## config.mk

```make
export PLATFORM = sky130hd
export DESIGN_NAME = regfile_dump_reader_flat
export DESIGN_NICKNAME = d
export VERILOG_FILES = /design/src/rtl/cpu_pkg.sv /design/src/rtl/regfile_dump_reader_if.sv /design/src/rtl/regfile_dump_reader.sv /design/src/flat_wrapper.sv
export SDC_FILE = /design/constraint.sdc
export NUM_CORES = 1
export LEC_CHECK = 0
export CAP_MARGIN = 20
export CORE_MARGIN = 2
export CORE_UTILIZATION = 30
export DETAILED_ROUTE_END_ITERATION = 8
export SYNTH_ARGS = -nofsm -noshare
export SYNTH_HDL_FRONTEND = slang
export SYNTH_SLANG_ARGS = --single-unit
```

## constraint.sdc

```tcl
create_clock -name clk -period 1.5 [get_ports clk]
set_clock_uncertainty 0.05 [all_clocks]
set_input_delay 0.3 -clock clk [delete_from_list [all_inputs] [get_ports clk]]
set_output_delay 0.3 -clock clk [all_outputs]
set_load 0.1 [all_outputs]
```

## src/rtl/cpu_pkg.sv

```systemverilog
// cpu_pkg: register-file geometry and dump-reader state encoding shared across the CPU debug slice
package cpu_pkg;
   localparam int REG_WIDTH = 32;
   localparam int REG_ADDR_LEN = 5;
   typedef enum logic [1:0] {IDLE, READ, SEND, DONE} dump_state_t;
endpackage

```

## src/rtl/regfile_dump_reader_if.sv

```systemverilog
// regfile_dump_reader_if: valid/ready word stream carrying one register value, its index and a last flag
interface regfile_dump_reader_if
   import cpu_pkg::*;
#(
   parameter int WIDTH = REG_WIDTH,
   parameter int ADDRESS_LENGTH = REG_ADDR_LEN
);
   logic [WIDTH-1:0] data;
   logic [ADDRESS_LENGTH-1:0] addr;
   logic last;
   logic valid;
   logic ready;
   modport master (output data, addr, last, valid, input ready);
   modport slave (input data, addr, last, valid, output ready);
endinterface

```

## src/rtl/regfile_dump_reader.sv

```systemverilog
// regfile_dump_reader: walks every register-file address on start and streams the values out with a last flag
module regfile_dump_reader
   import cpu_pkg::*;
#(
   parameter int WIDTH = REG_WIDTH,
   parameter int ADDRESS_LENGTH = REG_ADDR_LEN,
   parameter int SIZE = 1 << ADDRESS_LENGTH
) (
   input  logic clk,
   input  logic rst,
   input  logic start,
   input  logic abort,
   output logic [ADDRESS_LENGTH-1:0] rf_addr,
   input  logic [WIDTH-1:0] rf_data,
   regfile_dump_reader_if.master dump,
   output logic busy,
   output logic done
);
   localparam logic [ADDRESS_LENGTH-1:0] LAST_ADDR = ADDRESS_LENGTH'(SIZE - 1);
   dump_state_t state, next;
   logic [ADDRESS_LENGTH-1:0] cnt;
   always_ff @(posedge clk or posedge rst)
      if (rst) state <= IDLE;
      else state <= next;
   always_comb begin
      next = state;
      unique case (state)
         IDLE: next = start ? READ : IDLE;
         READ: next = abort ? IDLE : SEND;
         SEND: next = abort ? IDLE : dump.ready ? (dump.last ? DONE : READ) : SEND;
         DONE: next = IDLE;
      endcase
   end
   always_ff @(posedge clk or posedge rst)
      if (rst) begin
         cnt <= '0;
         dump.data <= '0;
         dump.addr <= '0;
         dump.last <= 1'b0;
      end else if (state == IDLE) begin
         if (start) cnt <= '0;
      end else if (abort) begin
         cnt <= '0;
      end else if (state == READ) begin
         dump.data <= rf_data;
         dump.addr <= cnt;
         dump.last <= cnt == LAST_ADDR;
      end else if (state == SEND && dump.ready && !dump.last) begin
         cnt <= cnt + 1'b1;
      end
   // outside READ the port keeps presenting the last address read, never the reset counter
   assign rf_addr = state == READ ? cnt : dump.addr;
   assign dump.valid = state == SEND;
   assign busy = state != IDLE;
   assign done = state == DONE;
endmodule

```

## src/flat_wrapper.sv

```systemverilog
// flat-port wrapper written by rule: the top's interface ports become plain ports
module regfile_dump_reader_flat import cpu_pkg::*;
#(
   parameter int WIDTH = REG_WIDTH,
   parameter int ADDRESS_LENGTH = REG_ADDR_LEN,
   parameter int SIZE = 1 << ADDRESS_LENGTH
)
  (clk, rst, start, abort, rf_addr, rf_data, busy, done, dump_data, dump_addr, dump_last, dump_valid, dump_ready);
  regfile_dump_reader_if #(.WIDTH(WIDTH), .ADDRESS_LENGTH(ADDRESS_LENGTH)) dump_i ();
  input  logic clk;
  input  logic rst;
  input  logic start;
  input  logic abort;
  output logic [ADDRESS_LENGTH-1:0] rf_addr;
  input  logic [WIDTH-1:0] rf_data;
  output logic busy;
  output logic done;
  output wire logic [$bits(dump_i.data)-1:0] dump_data;
  output wire logic [$bits(dump_i.addr)-1:0] dump_addr;
  output wire logic [$bits(dump_i.last)-1:0] dump_last;
  output wire logic [$bits(dump_i.valid)-1:0] dump_valid;
  input wire logic [$bits(dump_i.ready)-1:0] dump_ready;
  assign dump_data = dump_i.data;
  assign dump_addr = dump_i.addr;
  assign dump_last = dump_i.last;
  assign dump_valid = dump_i.valid;
  assign dump_i.ready = dump_ready;
  regfile_dump_reader #(.WIDTH(WIDTH), .ADDRESS_LENGTH(ADDRESS_LENGTH), .SIZE(SIZE)) u_core (.clk(clk), .rst(rst), .start(start), .abort(abort), .rf_addr(rf_addr), .rf_data(rf_data), .dump(dump_i), .busy(busy), .done(done));
endmodule
```

* After elaboration in Yosys (flattened, before gate mapping)
Cells that the tools add are included.
** Cells by class
- $add $sub $neg :: 1
- Equal/unequal tests :: 6
- Muxes and demuxes :: 12
- Bitwise gates (word level) :: 2
- Reductions and logical operators :: 9
** Operator list (count)
- 5-bit two-way mux :: 6
- 2-bit two-way mux :: 4
- 2-bit one-hot mux with 4 select lines :: 1
- 3-bit AND reduction :: 2
- 5-bit by 1-bit adder with 5-bit output, second input constant :: 1
- 5-bit equality test, second input constant :: 1
- 2-bit equality test, second input constant :: 2
- 3-bit by 2-bit inequality test with 1-bit output, second input constant :: 1
- 3-bit nonzero test :: 1
- 2-bit by 1-bit equality test with 1-bit output, second input constant :: 1
- 1-bit logical AND :: 2
- 2-bit logical NOT :: 1
- 2-bit inequality test, second input constant :: 1
- 1-bit NOT :: 2
- 2-bit AND reduction :: 1
- 2-bit nonzero test :: 1
- 1-bit logical NOT :: 1
- 1-bit two-way mux :: 1
** Word-level totals
- Flip-flop bits (word level) :: 45
- Bits of input ports :: 37
- Output and inout port bits :: 46
- Logic and storage cells :: 35

* Logic depth before layout (Yosys ltp)
- Depth after elaboration :: 7
- Gate-level depth with buffers :: 6
- Depth with buffers taken out :: 5

* Least setup slack after synthesis
OpenSTA, ideal clock, no wires.
- Kind :: reg-to-reg
- From :: reg u_core.state[1]
- To :: reg u_core.state[1]
- Setup time :: 0.077 ns
- Data arrival time :: 2.088 ns
- Data required time :: 1.373 ns
- Setup slack :: -0.715 ns
- Cell stages (with the launch flop) :: 4
- Buffers on the path :: 0
- Period minus slack after synthesis :: 2.215 ns
- Path through :: dfrtp_1 > nor2b_1 > a21oi_1 > nor2_1
** Between the ends
- Longest elaborated chain between the ends :: 2
- Elaborated cells between the ends (all ways) :: 5
- Classes of those cells :: 3 x eq/ne; 1 x mux; 1 x reduce/logical
** Ends and longest elaborated chain
- start: declaration :: line regfile_dump_reader.sv:20 : dump_state_t state, next;
- start signal: assignment :: line regfile_dump_reader.sv:24 : else state <= next;
- 2-bit equality test
- net dump_valid :: line flat_wrapper.sv:21 : output wire logic [$bits(dump_i.valid)-1:0] dump_valid;
- 2-bit one-hot mux with 4 select lines :: line regfile_dump_reader.sv:27 : unique case (state)
- net u_core.next[1] :: line regfile_dump_reader.sv:20
The timed path passes the listed nets, and every way through them passes these cells.
A chain may end at the register's enable or synchronous reset.

* Worst setup path after layout
- From :: reg u_core.state[1]
- To :: out rf_addr[1]
** Between the ends
- Longest elaborated chain between the ends :: 2
** Ends and longest elaborated chain
- 2-bit by 1-bit equality test with 1-bit output :: line regfile_dump_reader.sv:52 : assign rf_addr = state == READ ? cnt : dump.addr;
- 5-bit two-way mux
- end: declaration :: line flat_wrapper.sv:14 : output logic [ADDRESS_LENGTH-1:0] rf_addr;
Every way passes these cells.

==> results by group <==
Place
  – Placed Instances: 301
  – Routability Congestion: ~0.80
  – Final HPWL DP: around 3600 um
  – IO buf count: 82
  – Cell Area, Placed: 3520 um^2

Floorplan
  – Initial core utilization: 0.315
  – Total die area: 6980 um^2
  – Row count: 28
  – I/O pin cnt: slightly above 80
  – Die height: 83.5 um
  – Core area: about 6000 um^2
  – Die X: 83.5 um

Global routing
  – Grt met1 use: 0.181
  – Total track usage: 0.143
  – Vias in the first global route: 1585
  – Largest net degree at the start of global routing: 22
  – Met3 Usage GRT: 0.0435
  – Met2 usage: 0.239
  – Overflow after GRT: 0
  – Gr busiest metal: met2
  – Global-route wire length before repair: 7960 um
  – Initial antenna violation count: 0

Synthesis
  – Synth cell count leaders: dfrtp_1 (45), mux2_1 (31), mux2_2 (13), nand2_1 (5)
  – Area contributors post-synth: dfrtp_1 (59%), mux2_1 (18%), mux2_2 (7.7%)
  – Post-synth top flop: dfrtp_1
  – Dominant cell by count in the synthesized netlist: dfrtp_1
  – Post-Syn Nets: 172
  – Post-synth EDFFs: 0
  – Synth Cell Area: roughly 1900 um^2
  – Cell variety after synth: 25
  – Yosys reg bits: 45
  – Post-synthesis sequential area ratio: 0.593
  – Leading area contributor after synthesis: dfrtp_1
  – Ys Warns: 0
  – Post-synthesis area per instance: approximately 14 um^2
  – Ys async rst share: 1.00
  – Synthesized instance count: 133
  – Yosys top cell area share: 0.593

Final layout
  – FF+latch area: around 1100 um^2
  – Multi-input logic area: approximately 910 um^2
  – Final instance area: between 3000 and 4000 um^2
  – Layout Area Growth over Synthesis: 106%
  – Final Non-Filler Cells: 320
  – Antenna cells: 0
  – Share of layout cells above drive strength 1: 0.576
  – Fill cells: approximately 440
  – # nets final: 283

Routing
  – Drt pass-1 iters: 4
  – Antenna-violating nets left: 0
  – Number of vias per cell: 4.59
  – DRC Markers: 0
  – Via count: between 1000 and 1500
  – Routed WL: 5100 um
  – Average wire per standard cell: roughly 16 um
  – DR iter-0 viols: 44

Status
  – Failing checks: negative setup slack
  – Status: finished, violations left

Clock network
  – Maximum level of the CTS H-tree: 2
  – Clk Latency, worst-skew pair: 0.29 ns
  – Root Buffer: clkbuf_8
  – Clock transition at path regs: 0.09 ns
  – Total CTS buffers: 5
  – CTS tree: done
  – Clock Path Buffers: 2
  – Clk sinks: 45

Setup path
  – Kind of critical path: reg -> out
  – Critical Path Source Type: flip-flop
  – R2R depth: 6
  – Worst EP required: 1.15 ns
  – Worst R2R End: u_core.cnt[2]
  – Largest stage delay, worst path: between 0.4 and 0.5 ns
  – Launch point of the worst reg-to-reg path: u_core.state[1]
  – CP Cell Sequence: nor2b_4 -> buf_6 -> mux2_4 -> buf_12
  – Critical-path top delay cell: dfrtp_1
  – Worst-path fanout max: 4
  – Bufs and invs on worst path: 2
  – CP Data Arrival Time: about 1.5 ns
  – R2r setup slk: -0.27 ns
  – CP delay by family, top: flip-flops
  – Setup crit end kind: output pin

STA
  – Fmax achieved: 0.543 GHz
  – Slew @ Worst Pin: 0.274 ns
  – RSZ-0062 raised after global routing: true
  – Max-slew violations: 0
  – Min Tclk post-route: approximately 1.8 ns
  – Fin crit share: 1.23
  – TNS Setup: -6.44 ns
  – Final Hold Fails: 0
  – Worst Slack Setup Final: -0.343 ns
  – Setup violators final: 51
  – Slew HR: 0.817

Power and ir drop
  – Pwr dens: around 2000 nW/um^2
  – Worst VDD drop: 0.00157 V
  – P_leak: 1.77 nW
  – Final Power: roughly 8.0 mW

Hold path
  – Hold Path Class: in -> async

Run
  – Max cap viols: 0
[worst max-delay path by stage]
stage,start,endpoint,slack [ns],cells after the start
floorplan,u_core.dump.last,u_core.cnt[2],-0.29,5
global placement,abort,u_core.cnt[2],-0.35,5
detailed placement,abort,u_core.cnt[2],-0.34,5
CTS,u_core.state[1],rf_addr[1],-0.34,4
global route,u_core.state[1],rf_addr[0],-0.40,4
finish,u_core.state[1],rf_addr[1],-0.34,4
[metal layers]
layer	vias up	part of all wire
li1	685	-
met1	718	0.44
met2	61	0.49
met3	6	0.057
met4	0	0.011
met5	-	0
[layout by cell type, fill, tap and decap left out, drive strengths merged]
| cell | netlist | final |
|---|---|---|
| or3 | 1 | 1 |
| nand3 | 1 | 1 |
| inv | 4 | 4 |
| nand2 | 5 | 5 |
| a21oi | 3 | 3 |
| nor2b | 4 | 4 |
| o21ai | 3 | 3 |
| nor3 | 1 | 1 |
| nand2b | 1 | 1 |
| bufinv | 0 | 1 |
| nor4 | 1 | 1 |
| mux2i | 1 | 1 |
| buf | 6 | 73 |
| clkbuf | 0 | 8 |
| and3 | 1 | 1 |
| o211ai | 1 | 1 |
| nor2 | 4 | 4 |
| a221o | 1 | 1 |
| dfrtp | 45 | 45 |
| and2 | 2 | 2 |
| mux2 | 44 | 44 |
| or4 | 1 | 1 |
| ha | 2 | 2 |
| a21o | 1 | 1 |
| clkdlybuf4s50 | 0 | 36 |
[power breakdown]
part | switching (mW) | total, mW | internal [mW] | leakage (nW)
Combinational | 3.05 | 5.10 | 2.05 | 1.17
Clock | 0.401 | 0.944 | 0.543 | 0.0585
Sequential | 0.373 | 1.92 | 1.55 | 0.543
Total | 3.82 | 7.97 | 4.14 | 1.77
[area by class of cell]
| class | instances | share of cell area |
|---|---|---|
| Inverter | 4 | 0.00384 |
| Sequential cell | 45 | 0.291 |
| Tap cell | 75 | 0.0240 |
| Clock inverter | 1 | 0.00768 |
| Clock buffer | 7 | 0.0221 |
| Multi-Input combinational cell | 78 | 0.233 |
| Timing Repair Buffer | 110 | 0.419 |
[metrics by stage]
stage | utilization | setup WS, ns | hold slack [ns]
2_1_floorplan | - | -0.285 | 0.316
3_3_place_gp | 0.584 | -0.347 | 0.487
3_5_place_dp | 0.584 | -0.344 | 0.492
4_1_cts | 0.632 | -0.338 | 0.199
5_1_grt | 0.649 | -0.402 | 0.231
6_report | 0.649 | -0.343 | 0.199
[flip-flops by register name, summed over array words and instances (netlist names)]
register and count:
u_core.cnt 5, u_core.dump.addr 5, u_core.dump.data 32, u_core.dump.last 1, u_core.state 2
[cells by family (layout without fill, tap and decap cells)]
logic type               after synthesis  count (layout)  share of synthesized area
AND/OR/NAND/NOR                       22              22                     0.0600
multiplexers                          45              45                      0.266
flip-flops                            45              45                      0.593
buffers and inverters                 10             122                     0.0382
AO/OA/AOI/OAI                          9               9                     0.0290
adder cells (fa/ha/maj)                2               2                     0.0132
[what timing repair did]
| item | CTS | global route |
|---|---|---|
| endpoints found under the setup margin | 38 | 51 |
| hold buffers | 0 | 0 |
| resized for setup | 21 | 19 |
| buffers inserted | 4 | 6 |
| pin swaps | 1 | 1 |
| cloned | 2 | 1 |
| endpoints found under the hold margin | 0 | 0 |
Power figures use the tool's default switching activity.
==> patch, RTL diff (same settings) <==
Re-encode `dump_state_t` (4 states) as one-hot, 4 bits wide.
--- a/src/rtl/cpu_pkg.sv
+++ b/src/rtl/cpu_pkg.sv
@@ -3,5 +3,5 @@
    localparam int REG_WIDTH = 32;
    localparam int REG_ADDR_LEN = 5;
-   typedef enum logic [1:0] {IDLE, READ, SEND, DONE} dump_state_t;
+   typedef enum logic [3:0] {IDLE = 4'b0001, READ = 4'b0010, SEND = 4'b0100, DONE = 4'b1000} dump_state_t;
 endpackage
 
Formal check against the unedited RTL: no difference found for any inputs over 10 cycles, from zero or initial values and one cycle with rst high; not proved beyond that.
==> patch against the unedited design <==
Die area is 6.7% higher; setup slack worse by 190 ps; fmax is 9.4% lower; critical endpoint is now rf_addr[0]; combinational power is 13% higher; design area is 5.0% higher; sequential cell count is 2 higher; total power is 8.7% higher; the flow still finishes with violations (negative setup slack); largest cell class unchanged; area after synthesis is 7.1% higher; routed wire length is 12% higher.
==> patch: results (changes against the unedited design) <==
Setup Viol. Count Final=54 (+5.9%); vias per cell=4.80 (+4.5%); Unique masters post-synth=29 (+16%); routed length per instance=16.6 um (+4.2%); Worst path top cell family by delay=flip-flops; antenna violations before repair=0 (unchanged); 1st-iter DRT viols=74 (+68%); first-pass GRT wire length=9470 um (+19%); leakage=0.00184 uW (+3.7%); largest net degree at the start of global routing=25 (+14%); worst reg2reg startpoint=u_core.state[2]; top post-synthesis cells by count=dfrtp_1, mux2_2, inv_1; CP Data Arrival Time=1680 ps (+190 ps); Setup TNS=-15450 ps (-9020 ps); failing checks=negative setup slack; GRT Overall Usage=16.3% (+1.9 points); share of layout cells above drive strength 1=61.7% (+4.1 points); ys async rst share=100% (unchanged); hpwl dp=4030 um (+13%); CP max-delay cell=dfrtp_2; setup ws final=-534 ps (-191 ps); status=complete, but fails checks; TritonRoute pass-1 iters=5 (+1); Worst-Margin Slew=337 ps (+62.8 ps); most area-consuming cells after synthesis=dfrtp_1, mux2_2, inv_1; sequential share of the synthesized area=57.9% (-1.4 points); final net count=304 (+7.4%); GP Congestion=0.779 (-2.1%); peak supply drop=0.00152 V (-3.1%); vias in the first global route=1868 (+18%); Post-Syn Nets=184 (+7.0%); Net Sw Frac=50.4% (+2.4 points)
==> patch: worst reg2reg max path: cells and delay by family (launching register included) <==
family / cells / cell delay [ps]
flip-flops: 1 / 390
AO/OA/AOI/OAI: 1 / 160
AND/OR/NAND/NOR: 2 / 970
buffers and inverters: 2 / 280
==> patch: logic make-up after synthesis <==
family | share of synthesized area (%)
flip-flops | 57.9
XOR/XNOR | 0.431
buffers and inverters | 3.82
multiplexers | 24.3
AO/OA/AOI/OAI | 4.86
AND/OR/NAND/NOR | 7.39
adder cells (fa/ha/maj) | 1.23
==> patch: routing by layer <==
metal | GRT usage [%] | routed length, um | vias up
li1 | - | - | 755
met5 | 0 | 0 | -
met4 | 3.84 | 29 | 0
met1 | 21.5 | 2380 | 837
met3 | 6.00 | 416 | 4
met2 | 25.6 | 2870 | 50
==> patch: repair_timing <==
item | in CTS | in global routing
endpoints found under the setup margin | 55 | 54
resized for setup | 45 | 22
pin swaps | 4 | 4
setup buffers | 8 | 1
cloned | 2 | 0
==> patch: power groups by stage <==
| stage | sequential, uW | clock, uW | combinational [uW] |
|---|---|---|---|
| 3_3_place_gp | 2100 | 0 | 5470 |
| 3_5_place_dp | 2120 | 0 | 5480 |
| 2_1_floorplan | 4750 | 0 | 582 |
| 6_report | 2120 | 770 | 5780 |
| 4_1_cts | 2110 | 801 | 5760 |
| 5_1_grt | 2170 | 858 | 5930 |
==> patch: final cells by class <==
| cell class | instances | area (um^2) |
|---|---|---|
| Tap cell | 77 | 96.3 |
| Sequential cell | 47 | 1190 |
| Timing Repair Buffer | 119 | 1670 |
| Clock buffer | 5 | 68.8 |
| Inverter | 10 | 43.8 |
| Multi-Input combinational cell | 82 | 1020 |
| Fill cell | 465 | 2350 |
| Clock inverter | 3 | 18.8 |
==> patch: metrics by stage <==
stage | cells | power [uW] | util [%] | cell area [um^2]
finish | 343 | 8660 | 63.6 | 4110
global route | 343 | 8960 | 63.6 | 4110
CTS | 344 | 8670 | 63.0 | 4070
detailed placement | 327 | 7600 | 57.2 | 3700
global placement | 327 | 7570 | 57.2 | 3700
floorplan | 145 | 5330 | - | 2110
==> patch: final timing paths <==
kind | endpoint | slack, ps | cells after the start
min in group clk | u_core.dump.data[25] | 540 | 1
worst max register to register | u_core.cnt[1] | -430 | 5
max in group asynchronous | u_core.state[0] | 730 | 3
worst max-delay path | rf_addr[0] | -530 | 4
worst min-delay path | u_core.dump.data[22] | 200 | 2
worst min register to register | u_core.dump.data[25] | 540 | 1
